### src/rtl/serial_add_display_ctrl.sv
// serial_add_display_ctrl
// Two-requester, round-robin arbitrated 6-bit adder built on one shared 1-bit
// full adder. The 7-bit result is converted to BCD by double-dabble and shown
// on three active-low 7-segment digits (hundreds, tens, units).
module serial_add_display_ctrl (
   input  logic       clk,
   input  logic       rst,
   input  logic       req0,
   input  logic [5:0] a0,
   input  logic [5:0] b0,
   input  logic       req1,
   input  logic [5:0] a1,
   input  logic [5:0] b1,
   output logic       gnt0,
   output logic       gnt1,
   output logic       busy,
   output logic       done,
   output logic [6:0] sum,
   output logic [6:0] hex0,
   output logic [6:0] hex1,
   output logic [6:0] hex2
);

   typedef enum logic [1:0] {
      IDLE = 2'd0,
      ADD  = 2'd1,
      CONV = 2'd2,
      SHOW = 2'd3
   } state_t;

   localparam logic [6:0] SEG_BLANK = 7'b1111111;

   // Active-low segment pattern, {g,f,e,d,c,b,a}
   function automatic logic [6:0] seg7(input logic [3:0] d);
      logic [6:0] s;
      case (d)
         4'd0:    s = 7'b1000000;
         4'd1:    s = 7'b1111001;
         4'd2:    s = 7'b0100100;
         4'd3:    s = 7'b0110000;
         4'd4:    s = 7'b0011001;
         4'd5:    s = 7'b0010010;
         4'd6:    s = 7'b0000010;
         4'd7:    s = 7'b1111000;
         4'd8:    s = 7'b0000000;
         4'd9:    s = 7'b0010000;
         default: s = SEG_BLANK;
      endcase
      return s;
   endfunction

   // Double-dabble correction: add 3 to a digit of 5 or more before shifting
   function automatic logic [3:0] dd_adj(input logic [3:0] d);
      return (d >= 4'd5) ? d + 4'd3 : d;
   endfunction

   state_t      state_q;
   logic        rr_q;        // 1: requester 1 wins a tie
   logic [5:0]  opa_q;       // operand A, sum bits shift in from the top
   logic [5:0]  opb_q;
   logic        carry_q;
   logic [2:0]  cnt_q;
   logic [6:0]  res_q;       // completed sum awaiting display
   logic [6:0]  bin_q;       // binary side of the double-dabble shifter
   logic [11:0] bcd_q;       // {hundreds, tens, units}
   logic        gnt0_q;
   logic        gnt1_q;
   logic        done_q;
   logic [6:0]  sum_q;
   logic [6:0]  hex0_q;
   logic [6:0]  hex1_q;
   logic [6:0]  hex2_q;

   logic        fa_s;
   logic        fa_co;
   logic        pick0;
   logic        pick1;
   logic [11:0] bcd_shift;

   // Shared 1-bit full adder on the current LSBs
   always_comb begin
      fa_s  = opa_q[0] ^ opb_q[0] ^ carry_q;
      fa_co = (opa_q[0] & opb_q[0]) | (opa_q[0] & carry_q) | (opb_q[0] & carry_q);
   end

   // Round-robin pick: a lone request always wins, a tie goes to rr_q
   always_comb begin
      pick1 = req1 & (~req0 | rr_q);
      pick0 = req0 & ~pick1;
   end

   // One double-dabble step; hundreds never exceeds 1 for a 7-bit input,
   // so only tens and units need correction
   always_comb begin
      bcd_shift = {bcd_q[10:8], dd_adj(bcd_q[7:4]), dd_adj(bcd_q[3:0]), bin_q[6]};
   end

   // Control FSM with registered grant/done/display outputs
   always_ff @(posedge clk) begin
      if (rst) begin
         state_q <= IDLE;
         rr_q    <= 1'b0;
         opa_q   <= '0;
         opb_q   <= '0;
         carry_q <= 1'b0;
         cnt_q   <= '0;
         res_q   <= '0;
         bin_q   <= '0;
         bcd_q   <= '0;
         gnt0_q  <= 1'b0;
         gnt1_q  <= 1'b0;
         done_q  <= 1'b0;
         sum_q   <= '0;
         hex0_q  <= SEG_BLANK;
         hex1_q  <= SEG_BLANK;
         hex2_q  <= SEG_BLANK;
      end else begin
         gnt0_q <= 1'b0;
         gnt1_q <= 1'b0;
         done_q <= 1'b0;
         case (state_q)
            IDLE: begin
               if (pick0 | pick1) begin
                  opa_q   <= pick1 ? a1 : a0;
                  opb_q   <= pick1 ? b1 : b0;
                  carry_q <= 1'b0;
                  cnt_q   <= '0;
                  gnt0_q  <= pick0;
                  gnt1_q  <= pick1;
                  rr_q    <= pick0;
                  state_q <= ADD;
               end
            end
            ADD: begin
               opa_q   <= {fa_s, opa_q[5:1]};
               opb_q   <= {1'b0, opb_q[5:1]};
               carry_q <= fa_co;
               cnt_q   <= cnt_q + 3'd1;
               if (cnt_q == 3'd5) begin
                  res_q   <= {fa_co, fa_s, opa_q[5:1]};
                  bin_q   <= {fa_co, fa_s, opa_q[5:1]};
                  bcd_q   <= '0;
                  cnt_q   <= '0;
                  state_q <= CONV;
               end
            end
            CONV: begin
               bcd_q <= bcd_shift;
               bin_q <= {bin_q[5:0], 1'b0};
               cnt_q <= cnt_q + 3'd1;
               if (cnt_q == 3'd6) begin
                  cnt_q   <= '0;
                  state_q <= SHOW;
               end
            end
            SHOW: begin
               sum_q   <= res_q;
               hex0_q  <= seg7(bcd_q[11:8]);
               hex1_q  <= seg7(bcd_q[7:4]);
               hex2_q  <= seg7(bcd_q[3:0]);
               done_q  <= 1'b1;
               state_q <= IDLE;
            end
            default: state_q <= IDLE;
         endcase
      end
   end

   // Output mapping
   always_comb begin
      gnt0 = gnt0_q;
      gnt1 = gnt1_q;
      busy = (state_q != IDLE);
      done = done_q;
      sum  = sum_q;
      hex0 = hex0_q;
      hex1 = hex1_q;
      hex2 = hex2_q;
   end

endmodule

### config.mk
export PLATFORM = sky130hd
export DESIGN_NAME = serial_add_display_ctrl
export DESIGN_NICKNAME = d
export VERILOG_FILES = /design/src/rtl/serial_add_display_ctrl.sv
export SDC_FILE = /design/constraint.sdc
export NUM_CORES = 1
export LEC_CHECK = 0
export ABC_CLOCK_PERIOD_IN_PS = 4000
export BUFFER_PORTS_ARGS = -buffer_cell sky130_fd_sc_hd__buf_2
export CAP_MARGIN = 15
export CORE_MARGIN = 1.5
export CORE_UTILIZATION = 55
export DETAILED_ROUTE_END_ITERATION = 10
export PLACE_DENSITY_LB_ADDON = 0.3
export SYNTH_ARGS = -nofsm -noshare
export SYNTH_HDL_FRONTEND = slang
export SYNTH_SLANG_ARGS = --single-unit
export TNS_END_PERCENT = 10
### constraint.sdc
create_clock -name clk -period 4 [get_ports clk]
set_input_delay 0.8 -clock clk [delete_from_list [all_inputs] [get_ports clk]]
set_output_delay 0.8 -clock clk [all_outputs]
set_load 0.05 [all_outputs]
### After elaboration in Yosys (flattened, before gate mapping)

Memories as Yosys holds them, arrays and structs flattened. A register that Yosys moved wholly into a read port is not among the register bits.
Cells that the tools add are included.

| word-level totals | value |
|---|---|
| register bits after elaboration | 55 |
| bits in latches | 0 |
| bits in writable memories | 0 |
| ROM bits | 336 |
| bits of input ports | 28 |
| memories kept | 3 |

| cells by class | value |
|---|---|
| $add $sub $neg | 3 |
| multipliers | 0 |
| div/mod/pow operators | 0 |
| $lt $le $gt $ge | 2 |
| equal/unequal tests | 8 |
| shift operators | 0 |
| multiplexer cells | 23 |
| bitwise logic cells | 15 |
| reductions and logical operators | 12 |

Memories:

| memory | depth | bits a word | rd ports | clocked after Yosys merged registers in | wr ports | line | RTL |
|---|---|---|---|---|---|---|---|
| (no name shown) | 16 | 7 | 1 | 1 | 0 | 36 | `case (d)` |
| (no name shown) | 16 | 7 | 1 | 1 | 0 | 36 |  |
| (no name shown) | 16 | 7 | 1 | 1 | 0 | 36 |  |

Operators with widths:

| cell | count |
|---|---|
| 6-bit 2-to-1 mux | 4 |
| 12-bit case mux with 2 select lines | 1 |
| 6-bit case mux with 2 select lines | 2 |
| 7-bit case mux with 2 select lines | 1 |
| 12-bit 2-to-1 mux | 1 |
| 2-bit AND reduction | 5 |
| 3-bit 2-to-1 mux | 3 |
| 3-bit case mux with 3 select lines | 1 |
| 4-bit by 2-bit adder with 4-bit output (second input constant) | 2 |
| 4-bit by 3-bit greater-or-equal comparator with 1-bit output (second input constant) | 2 |
| 4-bit 2-to-1 mux | 2 |
| 2-bit case mux with 4 select lines | 1 |
| 7-bit 2-to-1 mux | 1 |
| 3-bit equality test (second input constant) | 2 |
| 2-bit 2-to-1 mux | 3 |
| 2-bit inequality test (second input constant) | 3 |
| 2-bit nonzero test | 3 |
| 1-bit bitwise AND | 5 |
| 2-bit equality test (second input constant) | 2 |
| 1-bit NOT | 4 |
| 1-bit OR | 4 |
| 3-bit by 1-bit adder with 3-bit output (second input constant) | 1 |
| 3-bit AND reduction | 1 |
| 3-bit nonzero test | 1 |
| other kinds (6) | 8 |

### Logic depth before layout (Yosys ltp)

| logic depth | value |
|---|---|
| depth in word-level cells | 8 |
| mapped depth | 8 |

### Least setup slack after synthesis

No wires, ideal clock.

| timing path | value |
|---|---|
| path kind | register -> output |
| start point | register state_q[0] |
| end point | output port busy |
| data arrival time | 1,073 ps |
| setup slack | 2,127 ps |
| stages on the path, launching flop included | 5 |
| buffers on the path | 1 |
| cells stage by stage | dfxtp_1 inv_1 ha_1 buf_4 inv_1 |

| on the way | value |
|---|---|
| longest elaborated chain between the ends | 1 |

RTL lines:

| element | line | RTL |
|---|---|---|
| start, declared | 57 | `state_t state_q;` |
| start signal, assigned | 101 | `state_q <= IDLE;` |
| start signal, assigned | 131 | `state_q <= ADD;` |
| start signal, assigned | 144 | `state_q <= CONV;` |
| 2-bit nonzero test | 173 | `busy = (state_q != IDLE);` |
| end, declared | 16 | `output logic busy,` |

No other way between the ends.

### Final worst setup path

| timing path | value |
|---|---|
| start point | register state_q[1] |
| end point | register cnt_q[1] |

| on the way | value |
|---|---|
| longest elaborated chain between the ends | 3 |
| elaborated cells between the ends (all ways) | 7 |
| those cells by class | 3 x eq/ne; 1 x mux; 3 x reduce/logical |

RTL lines:

| element | line | RTL |
|---|---|---|
| 2-bit equality test, or another cell as far along | 121 | `case (state_q)` |
| 3-bit nonzero test (no line) / 2-bit inequality test (equally long branches) | n/a |  |
| 2-bit AND reduction (no line) | n/a |  |
| end signal, assigned | 138 | `cnt_q <= cnt_q + 3'd1;` |
| end signal, assigned | 150 | `cnt_q <= cnt_q + 3'd1;` |
| end, declared | 62 | `logic [2:0] cnt_q;` |

Several ways; a longest one is shown, not always the timed one.
A chain may end at the register's enable or synchronous reset.

==> results.sh <==
export IMPL_status="complete, no violations"
export IMPL_synth_top_area_frac=0.394
export IMPL_diodes=0
export IMPL_p_seq_frac=0.389
export IMPL_dp_cells=578
export IMPL_yosysWarnings=0
export IMPL_grt_setup_unrepaired="no"
export IMPL_max_freq_ghz=0.377
export IMPL_grt_max_degree=33
export IMPL_yosysTopAreaCell="dfxtp_1"
export IMPL_vias_per_cell=5.49
export IMPL_firstDrtPassIters=4
export IMPL_route_detailed_drc=0
export IMPL_synth_seq_cells=76
export IMPL_stdcell_area_mm2=0.00440
export IMPL_place_hpwl_um=5470
export IMPL_required_ps=4270
export IMPL_switching_share=0.356
export IMPL_power_leakage_uw=0.00167
export IMPL_ctsLongestPathBuffers=2
export IMPL_finalSetupTns_ps=0
export IMPL_syn2layout_area_growth_pct=13.8
export IMPL_core_area_mm2=0.00679
export IMPL_die_w_um=86.8
export IMPL_placed_cell_area_mm2=0.00415
export IMPL_finalNonFillerCells=594
export IMPL_grt_usage=0.230
export IMPL_syn_area_per_cell_um2=8.59
export IMPL_yosysUniqueCellTypes=51
export IMPL_cts_sinks=76
export IMPL_htreeDepth=3
export IMPL_hold_viol=0
export IMPL_clkTransAtPathRegs_ps=80
export IMPL_p_per_area_mw_per_mm2=556
export IMPL_grt_pass1_vias=3050
export IMPL_nets=542
export IMPL_detail_route_antenna_nets=0
export IMPL_numCtsBuffers=9
export IMPL_syn_cell_area_mm2=0.00386
export IMPL_vias=3263
export IMPL_overflow=0
export IMPL_min_path_type="flip-flop to flip-flop"
export IMPL_p_sw_uw=870
export IMPL_insertion_delay_ps=350
export IMPL_cts_resized=0
export IMPL_crit_path_frequent_cell="inv_1"
export IMPL_crit_path_top_delay_cell="ha_1"
export IMPL_slew_headroom=0.270
export IMPL_final_cell_mix="dfxtp_1 (76), buf_2 (59), nor2_1 (57), o21ai_0 (47), a21oi_1 (44)"
export IMPL_period_share=0.663
export IMPL_cap_violations=0
export IMPL_synth_async_reset_ratio=0
export IMPL_clock_root_buffer="clkbuf_8"
export IMPL_ys_seq_area_frac=0.394
export IMPL_routedWlPerCell_um=13.5
export IMPL_drive_above_1_share=0.219
export IMPL_io_pins=60
export IMPL_synth_edff_count=0
export IMPL_tritoncts="done"
export IMPL_finalSetupViolCount=0
export IMPL_floorplan_initialDensity=0.569
export IMPL_skew_ps=8.59
export IMPL_syn_nets=499
export IMPL_drtIter0Drc=122
export IMPL_cp_end_kind="flip-flop"
export IMPL_design_die_area_mm2=0.00754
export IMPL_period_minus_slack_ps=2650
export IMPL_arrival_ps=2920
export IMPL_cts_hold_buf=0
export IMPL_place_congestion=0.853
export IMPL_synth_cells=450
export IMPL_path_cells="inv_1 -> ha_1 -> inv_1 -> a311oi_1 -> nor2_1 -> a211oi_1"
export IMPL_pwr_share_comb=0.315
export IMPL_die_y_um=86.8
export IMPL_start_kind="flip-flop"
export IMPL_antenna_found_initial=0
export IMPL_worstSetupPathType="flip-flop to flip-flop"
export IMPL_slowest_delay_ps=890
export IMPL_wirelength_um=8040
export IMPL_pwr_share_clk=0.296
export IMPL_internal_power_uw=1580
export IMPL_io_buffers=59
export IMPL_cp_max_fo=31
export IMPL_yosys_top_cells_area="dfxtp_1 (39%), ha_1 (6.5%), o21ai_0 (6.1%), a21oi_1 (5.7%), nor2_1 (5.5%)"
export IMPL_cts_setup_buffers=0
export IMPL_grt_pass1_wl_um=13700
export IMPL_rows=30
export IMPL_tightestPinTransition_ps=1090
export IMPL_drv_slew=0
export IMPL_final_common_cell="dfxtp_1"
export IMPL_synth_main_ff_cell="dfxtp_1"
export IMPL_ir_drop_mv=0.297
synth_stat cells, types with 2 or more instances:
cell	count
nor3b_1	4
ha_1	20
nand2b_1	11
inv_1	18
buf_4	4
dfxtp_1	76
nand3_1	7
nor3_1	4
a211oi_1	10
mux2_2	16
a211oi_2	2
buf_2	10
nor2_1	57
o21ai_0	47
a21oi_1	44
mux2i_1	16
a21o_1	2
clkbuf_1	13
o32a_1	4
buf_6	2
a311oi_1	2
o32ai_1	6
nand2_1	40
o31ai_1	2
a32oi_1	2
o21ai_1	6
worst max-delay path, delay by kind of cell (launching register included):
kind,cells,cell delay (ps)
adders and majority gates,1,890
AOI/OAI and AO/OA,2,670
buffers and inverters,2,580
DFF,1,350
and+or+nand+nor,1,80
metrics by stage:
| stage | hold slack, ps | power, uW | setup WS, ps | util |
|---|---|---|---|---|
| 2_1_floorplan | 420 | 1590 | 2130 | - |
| 3_3_place_gp | 430 | 1710 | 1530 | 0.610 |
| 3_5_place_dp | 440 | 1740 | 1400 | 0.610 |
| 4_1_cts | 457 | 2460 | 1380 | 0.647 |
| 5_1_grt | 481 | 2580 | 1070 | 0.647 |
| 6_report | 461 | 2450 | 1350 | 0.647 |
cell type report:
| cell class | instances | area, um2 |
|---|---|---|
| clock buffer | 12 | 155 |
| clock inverter | 4 | 95.1 |
| fill | 577 | 2400 |
| inverter | 19 | 71.3 |
| multi-input combinational | 325 | 2120 |
| sequential | 76 | 1520 |
| tap | 96 | 120 |
| timing repair buffer | 62 | 318 |
routing by layer:
metal / up-vias / routed length [um] / track usage
met5: - / 0 / 0
li1: 1654 / - / -
met1: 1530 / 3720 / 0.277
met3: 8 / 276 / 0.0467
met2: 71 / 3940 / 0.394
met4: 0 / 108 / 0.101
registers in the layout, indices dropped and copies added, names as in the netlist:
register,cells
bcd_q,12
bin_q,7
carry_q,1
cnt_q,3
done,1
gnt0,1
gnt1,1
hex0,7
hex1,7
hex2,7
opa_q,6
opb_q,6
res_q,7
rr_q,1
state_q,2
sum,7
path summary, 6_finish.rpt:
check                  end  depth (start not counted)  slack, ps        from
setup reg to reg  cnt_q[1]                          6       1350  state_q[1]
hold reg to reg   res_q[6]                          2        460    res_q[6]
hold / removal    res_q[6]                          2        460    res_q[6]
setup / recovery  cnt_q[1]                          6       1350  state_q[1]
power by group through the flow:
stage	sequential (uW)	combinational, uW	clock (uW)
finish	951	772	724
global route	966	845	769
CTS	950	775	736
detailed placement	968	769	0
global placement	961	750	0
floorplan	1100	490	0
cell families (layout without fill, tap and decap cells):
logic type,Yosys count,count (layout),synth area share
adders and majority gates,21,21,0.0699
DFF,76,76,0.394
xor gates and xnor gates,1,1,0.00227
AOI/OAI and AO/OA,137,137,0.220
muxes,32,32,0.0881
buffers and inverters,49,97,0.0586
and+or+nand+nor,134,134,0.167
Note: power is estimated with default switching activity, not from simulation.
